## src/rtl/dcnn_param_loader.sv

```systemverilog
// Loader for the CNN/FC/IMG parameter regions: arbitrates reloads, issues one burst per region and
// writes returned words through one output register. Option macro: DCNN_LOADER_CHECKSUM_EN.
module dcnn_param_loader #(
  parameter int unsigned DW        = 16,
  parameter int unsigned CNN_WORDS = 50704,
  parameter int unsigned FC_WORDS  = 11218,
  parameter int unsigned IMG_WORDS = 1024,
  parameter int unsigned AW        = $clog2((CNN_WORDS > FC_WORDS)
      ? ((CNN_WORDS > IMG_WORDS) ? CNN_WORDS : IMG_WORDS)
      : ((FC_WORDS > IMG_WORDS) ? FC_WORDS : IMG_WORDS))
) (
  input  logic          clk,
  input  logic          rst_n,
  input  logic          loadCNN,
  input  logic          loadFC,
  input  logic          loadImg,
  output logic          req_valid,
  input  logic          req_ready,
  output logic [1:0]    req_ch,
  output logic [AW:0]   req_len,
  input  logic          src_valid,
  input  logic [DW-1:0] src_data,
  output logic          src_ready,
  output logic          dst_we,
  output logic [1:0]    dst_sel,
  output logic [AW-1:0] dst_addr,
  output logic [DW-1:0] dst_data,
  input  logic          dst_ready,
  output logic          finishCNN,
  output logic          finishFC,
  output logic          finishImg,
  output logic          done,
  output logic [2:0]    chk_err
);

`ifdef DCNN_LOADER_CHECKSUM_EN
  localparam int unsigned Trl = 1;
`else
  localparam int unsigned Trl = 0;
`endif
  localparam logic [AW:0] CnnLen = (AW+1)'(CNN_WORDS + Trl);
  localparam logic [AW:0] FcLen  = (AW+1)'(FC_WORDS + Trl);
  localparam logic [AW:0] ImgLen = (AW+1)'(IMG_WORDS + Trl);

  typedef enum logic [1:0] {StIdle, StReq, StStream, StFin} state_e;

  state_e      state;
  logic [2:0]  pending, finish, load, load_eff, act_oh, ch_oh, pick_oh, pend_clr;
  logic [1:0]  ch, pick;
  logic [AW:0] cnt, len, pick_len;
  logic        any_pend, accept, drained, wr_word;

  assign load      = {loadImg, loadFC, loadCNN};
  assign any_pend  = |pending;
  assign ch_oh     = 3'b001 << ch;
  assign pick_oh   = 3'b001 << pick;
  assign drained   = !dst_we || dst_ready;
  assign src_ready = (state == StStream) && (cnt < len) && drained;
  assign accept    = src_valid && src_ready;
  assign {finishImg, finishFC, finishCNN} = finish;

  // The region being started in IDLE already counts as active, so its pulse is dropped.
  assign act_oh   = (state != StIdle) ? ch_oh : (any_pend ? pick_oh : 3'b000);
  assign load_eff = load & ~act_oh;
  assign pend_clr = (state == StIdle && any_pend) ? pick_oh : 3'b000;

  always_comb begin
    pick     = 2'd2;
    pick_len = ImgLen;
    if (pending[0]) begin
      pick     = 2'd0;
      pick_len = CnnLen;
    end else if (pending[1]) begin
      pick     = 2'd1;
      pick_len = FcLen;
    end
  end

`ifdef DCNN_LOADER_CHECKSUM_EN
  logic [DW-1:0] sum;
  assign wr_word = (cnt + 1'b1) < len;
`else
  assign wr_word = 1'b1;
  assign chk_err = 3'b000;
`endif

  always_ff @(posedge clk or negedge rst_n) begin
    if (!rst_n) begin
      state     <= StIdle;
      pending   <= 3'b000;
      finish    <= 3'b000;
      done      <= 1'b0;
      ch        <= 2'd0;
      cnt       <= '0;
      len       <= '0;
      req_valid <= 1'b0;
      req_ch    <= 2'd0;
      req_len   <= '0;
      dst_we    <= 1'b0;
      dst_sel   <= 2'd0;
      dst_addr  <= '0;
      dst_data  <= '0;
`ifdef DCNN_LOADER_CHECKSUM_EN
      sum       <= '0;
      chk_err   <= 3'b000;
`endif
    end else begin
      pending <= (pending & ~pend_clr) | load_eff;
      done    <= &finish;
      if (dst_we && dst_ready) dst_we <= 1'b0;
      unique case (state)
        StIdle: begin
          if (any_pend) begin
            ch        <= pick;
            len       <= pick_len;
            req_ch    <= pick;
            req_len   <= pick_len;
            req_valid <= 1'b1;
            finish    <= finish & ~pick_oh;
            done      <= 1'b0;
`ifdef DCNN_LOADER_CHECKSUM_EN
            sum       <= '0;
            chk_err   <= chk_err & ~pick_oh;
`endif
            state     <= StReq;
          end
        end
        StReq: begin
          if (req_ready) begin
            req_valid <= 1'b0;
            cnt       <= '0;
            state     <= StStream;
          end
        end
        StStream: begin
          if (accept) begin
            cnt <= cnt + 1'b1;
            if (wr_word) begin
              dst_we   <= 1'b1;
              dst_sel  <= ch;
              dst_addr <= cnt[AW-1:0];
              dst_data <= src_data;
`ifdef DCNN_LOADER_CHECKSUM_EN
              sum      <= sum + src_data;
            end else if (src_data != sum) begin
              chk_err  <= chk_err | ch_oh;
`endif
            end
          end else if (cnt == len && drained) begin
            state <= StFin;
          end
        end
        StFin: begin
          finish <= finish | ch_oh;
          state  <= StIdle;
        end
        default: state <= StIdle;
      endcase
    end
  end

endmodule

```

## config.mk

```make
export PLATFORM = sky130hd
export DESIGN_NAME = dcnn_param_loader
export DESIGN_NICKNAME = d
export VERILOG_FILES = /design/src/rtl/dcnn_param_loader.sv
export SDC_FILE = /design/constraint.sdc
export NUM_CORES = 1
export LEC_CHECK = 0
export CAP_MARGIN = 20
export CORE_ASPECT_RATIO = 0.9
export CORE_MARGIN = 2
export CORE_UTILIZATION = 30
export CTS_BUF_LIST = sky130_fd_sc_hd__clkbuf_8 sky130_fd_sc_hd__clkbuf_16
export CTS_CLUSTER_SIZE = 24
export DETAILED_ROUTE_END_ITERATION = 8
export PLACE_DENSITY = 0.51
export SKIP_CTS_REPAIR_TIMING = 1
export SYNTH_ARGS = -nofsm -noshare
export SYNTH_HDL_FRONTEND = slang
export SYNTH_SLANG_ARGS = --single-unit
```

## constraint.sdc

```tcl
create_clock -name clk -period 7.4 [get_ports clk]
set_input_delay 1.85 -clock clk [delete_from_list [all_inputs] [get_ports clk]]
set_output_delay 1.85 -clock clk [all_outputs]
set_load 0.03 [all_outputs]
```

==> impl_metrics.csv <==
group,metric,value,unit
outcome,status,"finished clean",
final_layout,final_cells,621,
logic_synthesis,syn_area,3550,um^2
floorplan,die_w,119,um
logic_synthesis,synth_edf_count,0,
power_and_ir_drop,power.share.sequential,31.7,%
final_layout,nets,500,
place,portBuffers,77,
final_layout,mostFrequentLayoutCell,"nand2_1",
final_layout,design_area,4610,um^2
final_layout,num-fill-cells,1208,
final_layout,antennaDiodeCount,0,
setup_path,cp_cell_sequence,"clkinv_1 > ha_1 > or4_1 > a221o_1 > nand3b_1 > a31oi_1 > nor3_1 > clkdlybuf4s50_1",
sta,relSlewSlack,39.9,%
power_and_ir_drop,leakagePower,2.13,nW
sta,setup_violations,0,
place,place_ws,1.92,ns
setup_path,path_buf_inv,2,
sta,hold_slack,0.469,ns
clock_network,clock-sinks,67,
place,dp_cells,605,
sta,setup_tns,0,ns
final_layout,areaGrowthSynthToFinish,29.9,%
detailed_routing,ant_nets,0,
logic_synthesis,synth_ff_type,"dfrtp_1",
floorplan,io_pins,87,
clock_network,clkTransAtPathRegs,0.06,ns
sta,finalCritPeriodShare,74.4,%
sta,hold_viol_final,0,
detailed_routing,wl_per_cell,14.8,um
floorplan,dieArea,12700,um^2
floorplan,dieHeight,107,um
setup_path,cp_data_required_time,5.55,ns
sta,max_freq,182,MHz
detailed_routing,via_count,3054,
logic_synthesis,yosysTopAreaCellShare,47.3,%
detailed_routing,first_iter_violations,207,
setup_path,cp-start-kind,"register",
logic_synthesis,yosys_register_bits,67,
global_route,grt_pass1_wl,15.5,mm
final_layout,drive_above_1_share,5.81,%
logic_synthesis,synth_top_cell_by_area,"dfrtp_1",
global_route,overflow,0,
setup_path,slowest_delay,0.71,ns
power_and_ir_drop,combPwrFrac,47.5,%
setup_path,cp_slowest_cell,"clkdlybuf4s50_1",
setup_path,crit_arrival,3.66,ns
floorplan,initial_core_util,30.9,%
final_layout,utilization,40.1,%
global_route,grt_usage,15.2,%
logic_synthesis,synth-seq-area-share,47.3,%
place,gp_congestion,0.786,
power_and_ir_drop,pwr-share-clk,20.7,%
power_and_ir_drop,swShare,44.1,%
run,maxCapViolations,0,
setup_path,path_delay_family,"buffers and inverters",
power_and_ir_drop,peakVddDrop,0.123,mV
setup_path,endpoint_kind,"output pin",
clock_network,root_buffer,"clkbuf_16",
floorplan,rows,37,
logic_synthesis,ys_warn_count,0,
logic_synthesis,synthArstFlopShare,100,%
global_route,grt_max_degree,68,
sta,tightestPinTransition,0.902,ns
clock_network,numCtsBuffers,9,
setup_path,path_class,"register to output pin",
sta,slew_violations,0,
sta,layout_setup_ws,1.89,ns
global_route,antenna_found_initial,0,
logic_synthesis,synth.area.top_cells,"dfrtp_1 (47%), nand2_1 (13%), ha_1 (5.6%)",
floorplan,core,11500,um^2
clock_network,cts_tree,"yes",
clock_network,h-tree-depth,3,
detailed_routing,dr.pass1.iters,4,
logic_synthesis,synthCells,397,
final_layout,final_cell_mix,"nand2_1 (122), clkdlybuf4s50_1 (76), dfrtp_1 (67)",
detailed_routing,via_per_inst,4.92,
detailed_routing,drc,0,
detailed_routing,routed_wirelength,9.21,mm
sta,rsz0062_at_grt,"no",
place,hpwl,6.18,mm
power_and_ir_drop,p_int,1.05,mW
power_and_ir_drop,p_total,1.87,mW
global_route,grt_pass1_vias,3135,
power_and_ir_drop,powerDensity,406,nW/um^2
setup_path,cp_max_fo,12,
place,dpl_cell_area,4340,um^2
logic_synthesis,syn_avg_cell_area,8.93,um^2
clock_network,clockBufferDepth,2,
power_and_ir_drop,power.switching,0.825,mW
clock_network,clock_latency,0.33,ns
logic_synthesis,ys_types,51,
sta,min_period,5.51,ns
min_path,hp-class,"register to register",
sta,fin_skew,0.00771,ns
## synth_stat cells, drive strengths merged (3+ instances only)
cell and instances:
and2 5, ha 16, nor2 12, a22oi 3, nand4 3, inv 12
clkbuf 10, o31ai 4, a31oi 4, a21oi 18, nand3 21, buf 25
a221o 3, o211ai 8, or4 4, dfrtp 67, o311ai 4, nand2 124
and3 11, o21ai 10
## sequential cells by signal, summed over array words and instances, names as in the netlist
signal	flops
pending	3
len	3
done	1
dst_we	1
req_valid	1
dst_sel	2
ch	2
cnt	17
state	2
dst_data	16
finish	3
dst_addr	16
## path summary, 6_finish.rpt
path                             start            to  slack [ns]  depth (start not counted)
max                              ch[0]     src_ready        1.89                          8
min                        dst_data[3]   dst_data[3]        0.47                          2
max reg2reg                      ch[0]       cnt[12]        3.54                          9
min reg2reg                dst_data[3]   dst_data[3]        0.47                          2
max in group asynchronous        rst_n  dst_addr[13]        5.09                          2
min in group asynchronous        rst_n    dst_sel[1]        1.72                          2
## cells by family after synthesis
| family | Yosys count | share of synthesized area, % |
|---|---|---|
| buf+inv | 48 | 7.41 |
| other cells | 1 | 0.106 |
| flops | 67 | 47.3 |
| mux | 3 | 0.882 |
| compound gates | 63 | 12.2 |
| fa+ha+maj | 16 | 5.64 |
| simple gates | 199 | 26.5 |
## per-layer routing
layer	up-vias	GRT usage [%]	part of all wire, %
li1	1470	-	-
met1	1490	19.9	48
met2	77	24.1	46
met3	17	3.88	4.9
met4	0	5.95	1.9
met5	-	0	0
## worst register-to-register path: cells and delay by family, from the launching register on
| kind | cells | cell delay, ns |
|---|---|---|
| compound gates | 3 | 0.66 |
| buf+inv | 2 | 0.80 |
| simple gates | 3 | 1.27 |
| flops | 1 | 0.57 |
| fa+ha+maj | 1 | 0.47 |
## power by group through the flow
| stage | logic (mW) | clock network [mW] | registers, mW |
|---|---|---|---|
| 3_5_place_dp | 0.897 | 0 | 0.598 |
| 4_1_cts | 0.901 | 0.405 | 0.593 |
| 3_3_place_gp | 0.883 | 0 | 0.596 |
| 2_1_floorplan | 0.454 | 0 | 0.725 |
| 6_report | 0.889 | 0.388 | 0.593 |
| 5_1_grt | 0.975 | 0.417 | 0.614 |
## area by class of cell
cell class	instances	area (um^2)	share of cell area (%)
multi-input cells	290	1640	35.5
inverters	13	48.8	1.06
flip-flops and latches	67	1680	36.4
clock inverters	7	45.0	0.977
well taps	156	195	4.23
clock buffers	9	225	4.89
repair buffers	79	781	16.9
No activity file was read; power rests on OpenSTA's default activity.
